### config.mk
export PLATFORM = sky130hd
export DESIGN_NAME = e203_lsu_lockstep_chk_fifo
export DESIGN_NICKNAME = d
export VERILOG_FILES = /design/src/rtl/e203_lsu_lockstep_chk_fifo.sv
export SDC_FILE = /design/constraint.sdc
export NUM_CORES = 1
export LEC_CHECK = 0
export CAP_MARGIN = 0
export CORE_MARGIN = 2
export CORE_UTILIZATION = 45
export CTS_BUF_LIST = sky130_fd_sc_hd__clkbuf_4 sky130_fd_sc_hd__clkbuf_8 sky130_fd_sc_hd__clkbuf_16
export DETAILED_ROUTE_END_ITERATION = 8
export GPL_ROUTABILITY_DRIVEN = 0
export GPL_TIMING_DRIVEN = 0
export PLACE_DENSITY = 0.67
export SLEW_MARGIN = 20
export SYNTH_ARGS = -nofsm -noshare
export SYNTH_HDL_FRONTEND = slang
export SYNTH_SLANG_ARGS = --single-unit
### constraint.sdc
create_clock -name clk -period 2 [get_ports clk]
set_input_delay 0.4 -clock clk [delete_from_list [all_inputs] [get_ports clk]]
set_output_delay 0.4 -clock clk [all_outputs]
set_load 0.01 [all_outputs]
### src/rtl/e203_lsu_lockstep_chk_fifo.sv
// Primary-record skew queue: flop-based circular buffer with no write-to-read bypass,
// so a record written in one cycle is visible at the head the next cycle at the earliest.
module e203_lsu_lockstep_chk_fifo #(
  parameter int DP = 4,
  parameter int DW = 8
) (
  input  logic          clk,
  input  logic          rst_n,
  input  logic          i_vld,
  output logic          i_rdy,
  input  logic [DW-1:0] i_dat,
  output logic          o_vld,
  input  logic          o_rdy,
  output logic [DW-1:0] o_dat
);

  localparam int PW = (DP > 1) ? $clog2(DP) : 1;
  localparam int CW = $clog2(DP + 1);
  localparam logic [PW-1:0] LAST_IDX = PW'(DP - 1);
  localparam logic [CW-1:0] FULL_CNT = CW'(DP);

  logic [DW-1:0] mem [DP];
  logic [PW-1:0] wptr;
  logic [PW-1:0] rptr;
  logic [CW-1:0] cnt;
  logic          wen;
  logic          ren;

  assign i_rdy = (cnt != FULL_CNT);
  assign o_vld = (cnt != '0);
  assign o_dat = mem[rptr];
  assign wen   = i_vld & i_rdy;
  assign ren   = o_vld & o_rdy;

  always_ff @(posedge clk) begin
    if (wen) begin
      mem[wptr] <= i_dat;
    end
  end

  always_ff @(posedge clk or negedge rst_n) begin
    if (!rst_n) begin
      wptr <= '0;
      rptr <= '0;
      cnt  <= '0;
    end else begin
      if (wen) begin
        wptr <= (wptr == LAST_IDX) ? '0 : wptr + 1'b1;
      end
      if (ren) begin
        rptr <= (rptr == LAST_IDX) ? '0 : rptr + 1'b1;
      end
      case ({wen, ren})
        2'b10:   cnt <= cnt + 1'b1;
        2'b01:   cnt <= cnt - 1'b1;
        default: cnt <= cnt;
      endcase
    end
  end

endmodule

# After elaboration in Yosys (flattened, before gate mapping)
# Memory sizes are Yosys's and may differ from the RTL's.
# Index checks and enable logic that the tools add are counted.
[op_classes]
n_eq_ne = 5
bitwise = 2
muxes = 5
n_reduce_logical = 2
n_addsub = 4
[ops]
columns = ["op", "count"]
rows = [
  ["$eq A2 B2 Y1 const B", 3],
  ["$pmux W3 S2", 1],
  ["$add A2 B1 Y2 const B", 2],
  ["$mux W2", 2],
  ["$add A3 B1 Y3 const B", 1],
  ["$ne A3 B3 Y1 const B", 1],
  ["$reduce_bool A3 Y1", 1],
  ["$sub A3 B1 Y3 const B", 1],
  ["$and A1 B1 Y1", 2],
  ["$eq A2 B1 Y1 const B", 1],
  ["$mux W1", 2],
  ["$reduce_bool A2 Y1", 1],
]
[word_totals]
ram_bits = 32
word_cells = 22
output_inout_bits = 10
mem_count = 1
ff_bits = 7
input_bits = 12
[memory_table]
columns = ["name", "words", "word_bits", "rd", "rd_ports_with_merged_regs", "wr", "line_no", "rtl"]
rows = [
  ["mem", 4, 8, 1, 0, 1, "22", "logic [DW-1:0] mem [DP];"],
]

# Logic depth before layout (Yosys ltp)
# Gate-level depths: netlist (run 1).
[logic_depth]
ltp_word = 4
depth_mapped = 9
ltp_nobuf = 9

# Worst setup path before layout (run 1)
# Ideal clock, no wire load.
[synth_timing]
path_type = "register to register"
startpoint = "register cnt[0]"
endpoint = "register cnt[2]"
t_arrival_ns = 1.949
setup_slack_ns = -0.028
t_required_ns = 1.921
synth_period_minus_slack_ns = 2.028
setup_ns = 0.079
stages_incl_launch_ff = 10
path_buffers = 1
path_cell_list = "dfrtp_1 > or3b_1 > buf_6 > nand2_4 > ha_1 > inv_1 > fa_1 > xor2_1 > nor2_1 > xor2_1"
[synth_between]
elab_chain_len = 4
word_cells_on_any_way = 10
classes_between = "2 x add/sub; 3 x eq/ne; 1 x mux; 2 x bitwise; 2 x reduce/logical"
[synth_lines]
columns = ["item", "line_no", "rtl"]
rows = [
  ["start: declaration", "25", "logic [CW-1:0] cnt;"],
  ["start signal: assignment", "54", "2'b10: cnt <= cnt + 1'b1;"],
  ["start signal: assignment", "55", "2'b01: cnt <= cnt - 1'b1;"],
  ["start signal: assignment", "56", "default: cnt <= cnt;"],
  ["$ne A3 B3 Y1 *", "29", "assign i_rdy = (cnt != FULL_CNT);"],
  ["net i_rdy", "10", "output logic i_rdy,"],
  ["$and A1 B1 Y1 *", "32", "assign wen = i_vld & i_rdy;"],
  ["$eq A2 B1 Y1 / $eq A2 B2 Y1 (equally long branches)", "53", "case ({wen, ren})"],
  ["$pmux W3 S2 / $reduce_bool A2 Y1 (equally long branches)", "--", ""],
]
# Mark *: on every way through the listed nets, which the timed path passes. The rest lies on a longest branch.
# A chain may end at the register's enable or synchronous reset.

# Worst setup path in the final report (run 1)
[layout_timing]
startpoint = "register rptr[0]"
endpoint = "output port o_dat[4]"
[layout_between]
elab_chain_len = 1
[layout_lines]
columns = ["item", "line_no", "rtl"]
rows = [
  ["start: declaration", "24", "logic [PW-1:0] rptr;"],
  ["start signal: assignment", "51", "rptr <= (rptr == LAST_IDX) ? '0 : rptr + 1'b1;"],
  ["$mem_v2 Z4 W8", "--", ""],
  ["end: declaration", "14", "output logic [DW-1:0] o_dat"],
]
# No other way between the ends.

==> results of run 1 <==
-- worst max-delay path by stage --
stage	from	to	slack (ps)	cells after the start
after global routing	rptr[0]$_DFFE_PN0P_	o_dat[4]	-140	4
after global placement	rptr[0]$_DFFE_PN0P_	o_dat[2]	-100	3
after CTS	rptr[0]$_DFFE_PN0P_	o_dat[6]	-100	5
final	rptr[0]$_DFFE_PN0P_	o_dat[4]	-30	4
after floorplan	cnt[1]$_DFFE_PN0P_	cnt[2]$_DFFE_PN0P_	10	9
after detailed placement	i_vld	cnt[2]$_DFFE_PN0P_	-120	8
-- metal layers --
metal  wire length [microns]  vias up  track usage [%]
met4                      42        0            6.522
met3                     119        5            6.162
li1                        -      389                -
met1                    1062      413            17.34
met5                       0        -                0
met2                    1344       16            25.79
-- through the flow --
| step | utilization [%] | instance area [sq um] | setup slack (ps) | total power (uW) |
|---|---|---|---|---|
| 6_report | 61.20 | 2074 | -31.94 | 3000 |
| 5_1_grt | 61.20 | 2074 | -135.1 | 3221 |
| 4_1_cts | 60.28 | 2043 | -95.24 | 2931 |
| 3_5_place_dp | 55.70 | 1888 | -125.0 | 2323 |
| 3_3_place_gp | 55.70 | 1888 | -98.10 | 2287 |
| 2_1_floorplan | - | 1620 | 10.15 | 1897 |
-- layout by cell type (no fill, tap or decap), types with 2 or more instances in the layout --
cell type / netlist / final
and3_1: 4 / 4
buf_4: 0 / 9
buf_6: 1 / 8
clkbuf_2: 0 / 2
clkbuf_4: 0 / 5
clkdlybuf4s50_1: 0 / 11
dfrtp_1: 7 / 7
dlygate4sd2_1: 0 / 2
edfxtp_1: 32 / 32
ha_1: 6 / 5
inv_1: 6 / 5
mux2_2: 2 / 2
mux2_4: 2 / 2
mux4_2: 8 / 8
nor2_1: 3 / 3
xor2_1: 2 / 2
-- kinds of logic after synthesis --
group	after synthesis	synth area share, %
and+or+nand+nor	12	4.358
adders and majority gates	7	5.914
AOI/OAI and AO/OA	1	0.3110
muxes	12	14.47
buffers and inverters	9	2.645
xor gates and xnor gates	3	1.635
DFF	39	70.66
-- repair_timing --
action	CTS	global route
pin swaps	5	5
endpoints found under the setup margin	11	11
buffers inserted	10	2
gates resized for setup	40	13
endpoints found under the hold margin	0	0
-- power breakdown --
group	switching, uW	total (uW)	internal (uW)
registers	86.4	1190	1100
clock network	240	497	257
logic	557	1320	760
total	884	3000	2120
-- flip-flops by register name (all words and copies together), names as in the netlist --
signal / count
rptr: 2
wptr: 2
mem: 32
cnt: 3
-- critical path, cell delays in order (launching register included) --
cell and delay, ps:
dfrtp_1 400, buf_8 130, buf_4 120, mux4_2 500
buf_6 140
-- layout make-up --
| class | instances | share of cell area (%) |
|---|---|---|
| plain buffers | 2 | 0.9650 |
| clock buffers | 5 | 1.809 |
| clock inverters | 3 | 1.870 |
| inverters | 6 | 1.086 |
| multi-input cells | 35 | 22.50 |
| flip-flops and latches | 39 | 54.76 |
| well taps | 46 | 2.774 |
| repair buffers | 32 | 14.23 |
==> impl_results.md, run 1 <==
* Status: finished with violations
* Violated checks: setup timing
* Diodes inserted at 0
* Die Y at 63.78 microns
* Final #Nets at 140
* Max-slew violations at 0
* Routed vias at 823
* Ys Warns at 0
* Count leader, synth: edfxtp_1
* FFs w/ async S/R, synth at 17.95%
* Commonest register cell after synthesis: edfxtp_1
* Post-Syn Instances at 83
* Tcrit/Tclk final at 101.6%
* Share of the synthesized area in the top cell type at 59.77%
* Clk slew on worst S/H paths at 110 ps
* Fin. Hold Viols at 0
* GRT overflow at 0
* Power Dens Cells at 1446 mW/mm^2
* Number of fill cells in the layout at 262
* Worst Reg-to-Reg Cells at 8
* Fmax at 492.1 MHz
* # setup viols final at 6
* # rows at 21
* Area delta synth->final at 29.03%
* Hold Path Class: input pin to asynchronous set/reset pin
* Core region area at 0.003390 sq mm
* Min Tclk post-route at 2032 ps
* Sequential area share after synthesis at 70.66%
* Worst EP required at 1600 ps
* CP Max Fanout at 5
* Clk Latency, worst-skew pair at 340 ps
* Reg2reg start: cnt[0]$_DFFE_PN0P_
* Deepest clock path buffer count at 2
* Die X at 63.78 microns
* Worst slew margin at 67.98%
* CP Class: flip-flop to primary output
* Die ar. at 0.004067 sq mm
* Lkg Pwr at 0.0007965 uW
* Via density at 4.899
* I/O Buffers at 21
* Placed insts at 150
* Netlist cell types at 20
* Syn_nets at 102
* EDFF count, synth at 32
* Clock H-tree levels at 2
* DRT iter0 DRCs at 32
* CP startpoint kind: flip-flop
* Reg-to-Reg End: cnt[2]$_DFFE_PN0P_
* Cell Area, Synth at 0.001608 sq mm
* Post-CTS Hold Buffers at 0
* Non-Filler Instances at 168
* Maximum VDD drop at 674.9 uV
* DR DRC count at 0
* Worst Max-Slew Pin Slew at 480.2 ps
* Drt first pass iters at 3
* Inserted Clock Buffers at 5
* Hold slack at 317.1 ps
* Routed WL per cell at 15.29 microns
* # IOs at 22
* CTS root buffer: clkbuf_4
* Final worst slack at -31.94 ps
* Top cells by area, synth: edfxtp_1 60%, mux4_2 11%, dfrtp_1 11%
* Total track usage at 15.35%
* Synth area leader: edfxtp_1
* Reg-to-reg slack, setup at 80 ps
* Setup_tns at -89.80 ps
* Vias in the first global route at 927
* Critical path endpoint category: primary output
* Initial antenna violation count at 0
* FF/Latch Area at 0.001136 sq mm
* Max-cap violations at 0
* Post-route clock skew at 5.244 ps
* Syn Area/Cell at 19.37 sq um
* Synth top cells by count: 32 x edfxtp_1, 8 x mux4_2, 7 x dfrtp_1, 6 x ha_1, 6 x inv_1
* Yosys reg bits at 39
* CTS tree: done
* Final HPWL DP at 1645 microns
* Layout cells sized above 1 at 39.34%
* Clock Sinks at 39
* RSZ-0062 raised after global routing: yes
* DRT Wirelength at 2569 microns
* Global-route wire length before repair at 4347 microns
* Initial Util at 47.43%
* Antenna-violating nets left at 0
* Largest net degree at the start of global routing at 13
* Multi-input logic area at 466.7 sq um
* Arr. time, crit path at 1630 ps
Power figures use the tool's default switching activity.
==> inputs of run 2 (changes only) <==
--- a/config.mk
+++ b/config.mk
@@ -6,13 +6,14 @@
 export NUM_CORES = 1
 export LEC_CHECK = 0
 export CAP_MARGIN = 0
-export CORE_MARGIN = 2
+export CORE_MARGIN = 8
 export CORE_UTILIZATION = 45
 export CTS_BUF_LIST = sky130_fd_sc_hd__clkbuf_4 sky130_fd_sc_hd__clkbuf_8 sky130_fd_sc_hd__clkbuf_16
 export DETAILED_ROUTE_END_ITERATION = 8
 export GPL_ROUTABILITY_DRIVEN = 0
 export GPL_TIMING_DRIVEN = 0
 export PLACE_DENSITY = 0.67
+export SETUP_SLACK_MARGIN = 0.1
 export SLEW_MARGIN = 20
 export SYNTH_ARGS = -nofsm -noshare
 export SYNTH_HDL_FRONTEND = slang
==> run 2 against run 1 <==
The flow now finishes without violations. Register-to-register slack got worse by 30 ps. Sequential share of layout area is 0.80 points higher. Worst hold slack improved by 17 ps. Clock-buffer cell count increased by 2. Worst setup slack improved by 79 ps.
==> impl_results.md, run 2 (synthesis gave the netlist of run 1 again) <==
* # rows at 21 (unchanged)
* Final #Nets at 137 (-2.1%)
* Die Y at 75.78 microns (+19%)
* Worst Max-Slew Pin Slew at 463.6 ps (-16.60 ps)
* Vias in the first global route at 907 (-2.2%)
* Maximum VDD drop at 596.6 uV (-12%)
* Max reg flops at 32 (unchanged)
* Initial Util at 47.43% (unchanged)
* RSZ-0062 raised after global routing: yes
* Deepest clock path buffer count at 2 (unchanged)
* Fmax at 512.0 MHz (+4.0%)
* Switching component of the power at 872.0 uW (-1.3%)
* # setup viols final at 0 (-6)
* Area delta synth->final at 27.31%
* Non-Filler Instances at 165 (-1.8%)
* Layout cells sized above 1 at 38.66% (-0.69 points)
* Clock group share of total power at 14.1% (-2.5 points)
* Worst Reg-to-Reg Cells at 9 (+1)
* DRT Wirelength at 2666 microns (+3.8%)
* Largest net degree at the start of global routing at 13 (unchanged)
* Initial antenna violation count at 0 (unchanged)
* Lkg Pwr at 0.0007844 uW (-1.5%)
* Post-route clock skew at 4.446 ps (-0.7986 ps)
* Die ar. at 0.005742 sq mm (+41%)
* Inserted Clock Buffers at 5 (unchanged)
* Max-cap violations at 0 (unchanged)
* Sw frac at 29.89% (+0.43 points)
* Most frequent cells in the layout: 32 x edfxtp_1, 11 x clkdlybuf4s50_1, 9 x buf_6
* Final HPWL DP at 1802 microns (+9.6%)
* Most frequent CP cell: xor2_1
* Power Dens Cells at 1425 mW/mm^2 (-1.5%)
* Clock Sinks at 39 (unchanged)
* Tcrit/Tclk final at 97.66% (-3.9 points)
* Status: completed
* Worst EP required at 2250 ps (+650 ps)
* Biggest register: mem
* Most common cell after layout, fill and taps aside: edfxtp_1
* Clock H-tree levels at 2 (unchanged)
* Hold Path Class: input pin to asynchronous set/reset pin
* Slowest stage cell, crit path: dfrtp_1
* Max-slew violations at 0 (unchanged)
* Comb pwr share at 44.8% (+0.9 points)
* Setup_tns at 0 ps (+89.80 ps)
* FF/Latch Area at 0.001137 sq mm (+0.11%)
* Min Tclk post-route at 1953 ps (-78.77 ps)
* Via density at 4.933 (+0.70%)
* Worst slew margin at 69.09% (+1.1 points)
* Total track usage at 10.58% (-4.8 points)
* Critical path depth at 9 (+5)
* Drt first pass iters at 4 (+1)
* Critical path endpoint category: flip-flop
* Seq pwr share at 41.0% (+1.5 points)
* Top Registers: mem x32, cnt x3
* Hold slack at 333.8 ps (+16.71 ps)
* Number of fill cells in the layout at 259 (-1.1%)
* Placed insts at 150 (unchanged)
* Core region area at 0.003390 sq mm (unchanged)
* CP startpoint kind: flip-flop
* Antenna-violating nets left at 0 (unchanged)
* Global-route wire length before repair at 4250 microns (-2.2%)
* # IOs at 22 (unchanged)
* CTS root buffer: clkbuf_4
* Arr. time, crit path at 2210 ps (+580 ps)
* Worst Path Buf+Inv at 2 (-1)
* Routed vias at 814 (-1.1%)
* CP peak stage delay at 400 ps (-100 ps)
* Diodes inserted at 0 (unchanged)
* DR DRC count at 0 (unchanged)
* GRT overflow at 0 (unchanged)
* Die X at 75.78 microns (+19%)
* I/O Buffers at 21 (unchanged)
* Fin. Hold Viols at 0 (unchanged)
* Clk slew on worst S/H paths at 110 ps (about the same)
* Clk Latency, worst-skew pair at 320 ps (-20 ps)
* DRT iter0 DRCs at 67 (+110%)
* Int Pwr at 2045 uW (-3.4%)
* Multi-input logic area at 450.4 sq um (-3.5%)
* Routed WL per cell at 16.16 microns (+5.7%)
* CP Max Fanout at 3 (-2)
* CP top delay family: simple AND/OR/NAND/NOR gates
* CTS tree: done
* Worst-path cell chain: or3b_1 -> buf_6 -> nand2_4 -> ha_4 -> inv_2 -> fa_2 -> xor2_1 -> nor2_1 -> xor2_1
* CP Class: flip-flop to flip-flop
==> run 2: what timing repair did <==
action	in CTS	in global routing
resized for setup	47	9
endpoints found under the setup margin	12	12
buffers inserted	6	0
pin swaps	2	0
hold buffers	0	0
gates cloned	1	0
==> run 2: final cells by class <==
| type | instances | share of cell area (%) |
|---|---|---|
| inverters | 6 | 1.100 |
| repair buffers | 28 | 13.88 |
| flip-flops and latches | 39 | 55.56 |
| well taps | 46 | 2.812 |
| plain buffers | 3 | 1.528 |
| clock buffers | 7 | 2.873 |
| clock inverters | 1 | 0.2445 |
| multi-input cells | 35 | 22.00 |
==> run 2: stage by stage <==
stage               utilization [%]  total power, uW  area, sq um  setup WS (ps)
global route                  60.39             3120         2047         -43.95
CTS                           59.25             2863         2008          2.874
floorplan                         -             1900         1623          76.89
global placement              55.78             2290         1891         -98.15
detailed placement            55.78             2349         1891         -107.3
finish                        60.39             2917         2047          46.82
==> run 2: worst paths after layout <==
check,start,endpoint,slack [ps]
max in group asynchronous,rst_n,rptr[0]$_DFFE_PN0P_,1390
min in group clk,cnt[2]$_DFFE_PN0P_,cnt[2]$_DFFE_PN0P_,510
hold / removal,rst_n,rptr[1]$_DFFE_PN0P_,330
hold reg to reg,cnt[2]$_DFFE_PN0P_,cnt[2]$_DFFE_PN0P_,510
setup / recovery,cnt[0]$_DFFE_PN0P_,cnt[2]$_DFFE_PN0P_,50
setup reg to reg,cnt[0]$_DFFE_PN0P_,cnt[2]$_DFFE_PN0P_,50
==> run 2: power by group through the flow <==
stage | clock network [uW] | logic [uW] | registers, uW
floorplan | 0 | 721 | 1180
global placement | 0 | 1100 | 1190
detailed placement | 0 | 1140 | 1210
CTS | 428 | 1230 | 1200
global route | 469 | 1430 | 1220
finish | 412 | 1310 | 1200
==> run 2: layer usage <==
metal / vias to the layer above / part of all wire, % / global-route usage [%]
met3: 5 / 5.8 / 2.763
met4: 0 / 1.6 / 5.757
met1: 404 / 42 / 11.81
met5: - / 0 / 0
met2: 17 / 50 / 17.97
li1: 388 / - / -
==> run 2: worst register-to-register path: stages (launching register included) <==
cell,delay [ps]
dfrtp_1,400
or3b_1,400
buf_6,130
nand2_4,60
ha_4,140
inv_2,30
fa_2,320
xor2_1,140
nor2_1,110
xor2_1,150
==> inputs of run 3 (changes only) <==
--- a/config.mk
+++ b/config.mk
@@ -8,7 +8,6 @@
 export CAP_MARGIN = 0
 export CORE_MARGIN = 8
 export CORE_UTILIZATION = 45
-export CTS_BUF_LIST = sky130_fd_sc_hd__clkbuf_4 sky130_fd_sc_hd__clkbuf_8 sky130_fd_sc_hd__clkbuf_16
 export DETAILED_ROUTE_END_ITERATION = 8
 export GPL_ROUTABILITY_DRIVEN = 0
 export GPL_TIMING_DRIVEN = 0
==> constraint.sdc (replaced) <==
create_clock -name clk -period 2 [get_ports clk]
set_input_delay 0.6 -clock clk [delete_from_list [all_inputs] [get_ports clk]]
set_output_delay 0.6 -clock clk [all_outputs]
set_load 0.01 [all_outputs]
==> run 3 against run 2 <==
Register-to-register slack got worse by 20 ps. Largest cell class unchanged. Final cell count up 0.61%. Sequential cell count stayed put. Worst hold slack improved by 190 ps. The flow now finishes with violations (setup timing). Worst setup slack lost 190 ps. Design area grew 0.55%. First-iteration DRC count is 6.0% lower. Highest routed layer unchanged. Sequential share of layout area fell by 0.30 points. Die area did not move. Via count increased by 1.1%. Maximum frequency decreased by 8.8%. Clock power fell by 3%.
==> impl_results.md, run 3 (synthesis gave the netlist of run 1 again) <==
* Pre-CTS WS at -307.3 ps (-200.0 ps)
* Critical path endpoint category: primary output
* Violated checks: setup timing
* Top Registers: mem x32, cnt x3
* Max reg flops at 32 (unchanged)
* Antenna-violating nets left at 0 (unchanged)
* Reg-to-reg slack, setup at 30 ps (-20 ps)
* Clk slew on worst S/H paths at 110 ps (about the same)
* I/O Buffers at 21 (unchanged)
* Max-slew violations at 0 (unchanged)
* CP Launch Point: rptr[0]$_DFFE_PN0P_
* Placed insts at 150 (unchanged)
* Routed WL per cell at 16.10 microns (-0.38%)
* DRT Wirelength at 2672 microns (+0.23%)
* # IOs at 22 (unchanged)
* Total track usage at 10.73% (+0.14 points)
* Worst EP required at 1400 ps (-850 ps)
* Reg2reg start: cnt[2]$_DFFE_PN0P_
* DR DRC count at 0 (unchanged)
* # setup viols final at 8 (+8)
* Post-route clock skew at 7.074 ps (+2.629 ps)
* CP Class: flip-flop to primary output
* # rows at 21 (unchanged)
* Max layer used: met4
* Via density at 4.958 (+0.50%)
* Status: finished with violations
* Final HPWL DP at 1802 microns (unchanged)
* Arr. time, crit path at 1540 ps (-670 ps)
* Final worst slack at -141.2 ps (-188.0 ps)
* Layout cells sized above 1 at 40.83% (+2.2 points)
* Diodes inserted at 0 (unchanged)
* Min Tclk post-route at 2141 ps (+188.0 ps)
* WL met2 at 1356 microns (+1.3%)
* Lkg Pwr at 0.0007889 uW (+0.57%)
* Clock H-tree levels at 2 (unchanged)
* Inserted Clock Buffers at 5 (unchanged)
* Worst slew margin at 69.84% (+0.75 points)
* Vias in the first global route at 931 (+2.6%)
* Final #Nets at 138 (+0.73%)
* CTS root buffer: clkbuf_4
* Metal-1 WL at 1129 microns (unchanged)
* Dpl cell area at 0.001891 sq mm (unchanged)
* CTS tree: done
* DRT iter0 DRCs at 63 (-6.0%)
* Die Y at 75.78 microns (unchanged)
* Number of fill cells in the layout at 255 (-1.5%)
* Worst Max-Slew Pin Slew at 452.4 ps (-11.25 ps)
* RSZ-0062 raised after global routing: yes
* Worst Reg-to-Reg Cells at 9 (unchanged)
* Most common cell after layout, fill and taps aside: edfxtp_1
* End of the critical path: o_dat[4]
* Drt first pass iters at 4 (unchanged)
* Global-route wire length before repair at 4333 microns (+2.0%)
* Initial antenna violation count at 0 (unchanged)
* Fmax at 467.0 MHz (-8.8%)
* CP startpoint kind: flip-flop
* Core region area at 0.003390 sq mm (unchanged)
* Hold Path Class: flip-flop to flip-flop
* Tcrit/Tclk final at 107.1% (+9.4 points)
* GRT overflow at 0 (unchanged)
* Post-Layout Inst Area at 0.002058 sq mm (+0.55%)
* Initial Util at 47.43% (unchanged)
* Clock Sinks at 39 (unchanged)
* Power Dens Cells at 1427 mW/mm^2 (+0.16%)
* Fin. Hold Viols at 0 (unchanged)
* Area delta synth->final at 28.02%
* CP Max Fanout at 4 (+1)
* Deepest clock path buffer count at 2 (unchanged)
* Die X at 75.78 microns (unchanged)
* Maximum VDD drop at 625.6 uV (+4.9%)
* Max-cap violations at 0 (unchanged)
* Routed vias at 823 (+1.1%)
* Post-CTS Hold Buffers at 0 (unchanged)
* Biggest register: mem
* Clk Latency, worst-skew pair at 320 ps (about the same)
* Largest net degree at the start of global routing at 13 (unchanged)
* Die ar. at 0.005742 sq mm (unchanged)
* Most frequent cells in the layout: 32 x edfxtp_1, 11 x clkdlybuf4s50_1, 10 x buf_6
* Reg-to-Reg End: cnt[2]$_DFFE_PN0P_
* Non-Filler Instances at 166 (+0.61%)
* DR WL met3 at 147 microns (-5.2%)
## run 3: critical path: stages (launching register included)
cell and delay [ps]:
dfrtp_2 420, clkbuf_16 160, mux4_2 500, buf_6 140
## run 3: cell type report
class                           count  area, sq um  share of cell area (%)
Inverter                            6        22.52                   1.094
Multi-Input combinational cell     35        455.4                   22.13
Clock inverter                      1        5.005                  0.2432
Tap cell                           46        57.56                   2.796
Buffer                              3        31.28                   1.520
Sequential cell                    39         1137                   55.26
Timing Repair Buffer               29        294.0                   14.29
Clock buffer                        7        55.05                   2.675
## run 3: worst min path at each step
| stage | slack (ps) | endpoint | cells past startpoint | startpoint |
|---|---|---|---|---|
| floorplan | 300 | cnt[0]$_DFFE_PN0P_ | 0 | rst_n |
| global placement | 470 | cnt[2]$_DFFE_PN0P_ | 1 | cnt[2]$_DFFE_PN0P_ |
| detailed placement | 490 | cnt[2]$_DFFE_PN0P_ | 1 | cnt[2]$_DFFE_PN0P_ |
| CTS | 510 | cnt[2]$_DFFE_PN0P_ | 1 | cnt[2]$_DFFE_PN0P_ |
| global route | 530 | cnt[2]$_DFFE_PN0P_ | 1 | cnt[2]$_DFFE_PN0P_ |
| finish | 520 | cnt[2]$_DFFE_PN0P_ | 1 | cnt[2]$_DFFE_PN0P_ |
## run 3: per-layer routing
metal / GRT usage (%) / vias up
met5: 0 / -
met4: 5.757 / 0
met3: 2.763 / 5
met2: 18.16 / 22
met1: 12.06 / 408
li1: - / 388
## run 3: power breakdown
group | internal, uW | switching [uW] | leakage, uW
Clock | 171 | 230 | 0.0000353
Sequential | 1100 | 93.5 | 0.000375
Combinational | 784 | 559 | 0.000379
## run 3: timing repair
item | in CTS | in global routing
pin swaps | 3 | 4
gates resized for setup | 54 | 8
setup buffers | 7 | 0
setup endpoints to repair | 12 | 12
cloned | 1 | 0
## run 3: through the flow
step | power (uW) | setup TNS, ps | hold slack (ps) | utilization (%)
floorplan | 1900 | 0 | 304.4 | -
global placement | 2290 | -2793 | 471.4 | 55.78
detailed placement | 2349 | -4055 | 488.1 | 55.78
CTS | 2910 | -1371 | 506.0 | 59.73
global route | 3139 | -1755 | 526.7 | 60.72
finish | 2937 | -1049 | 519.5 | 60.72
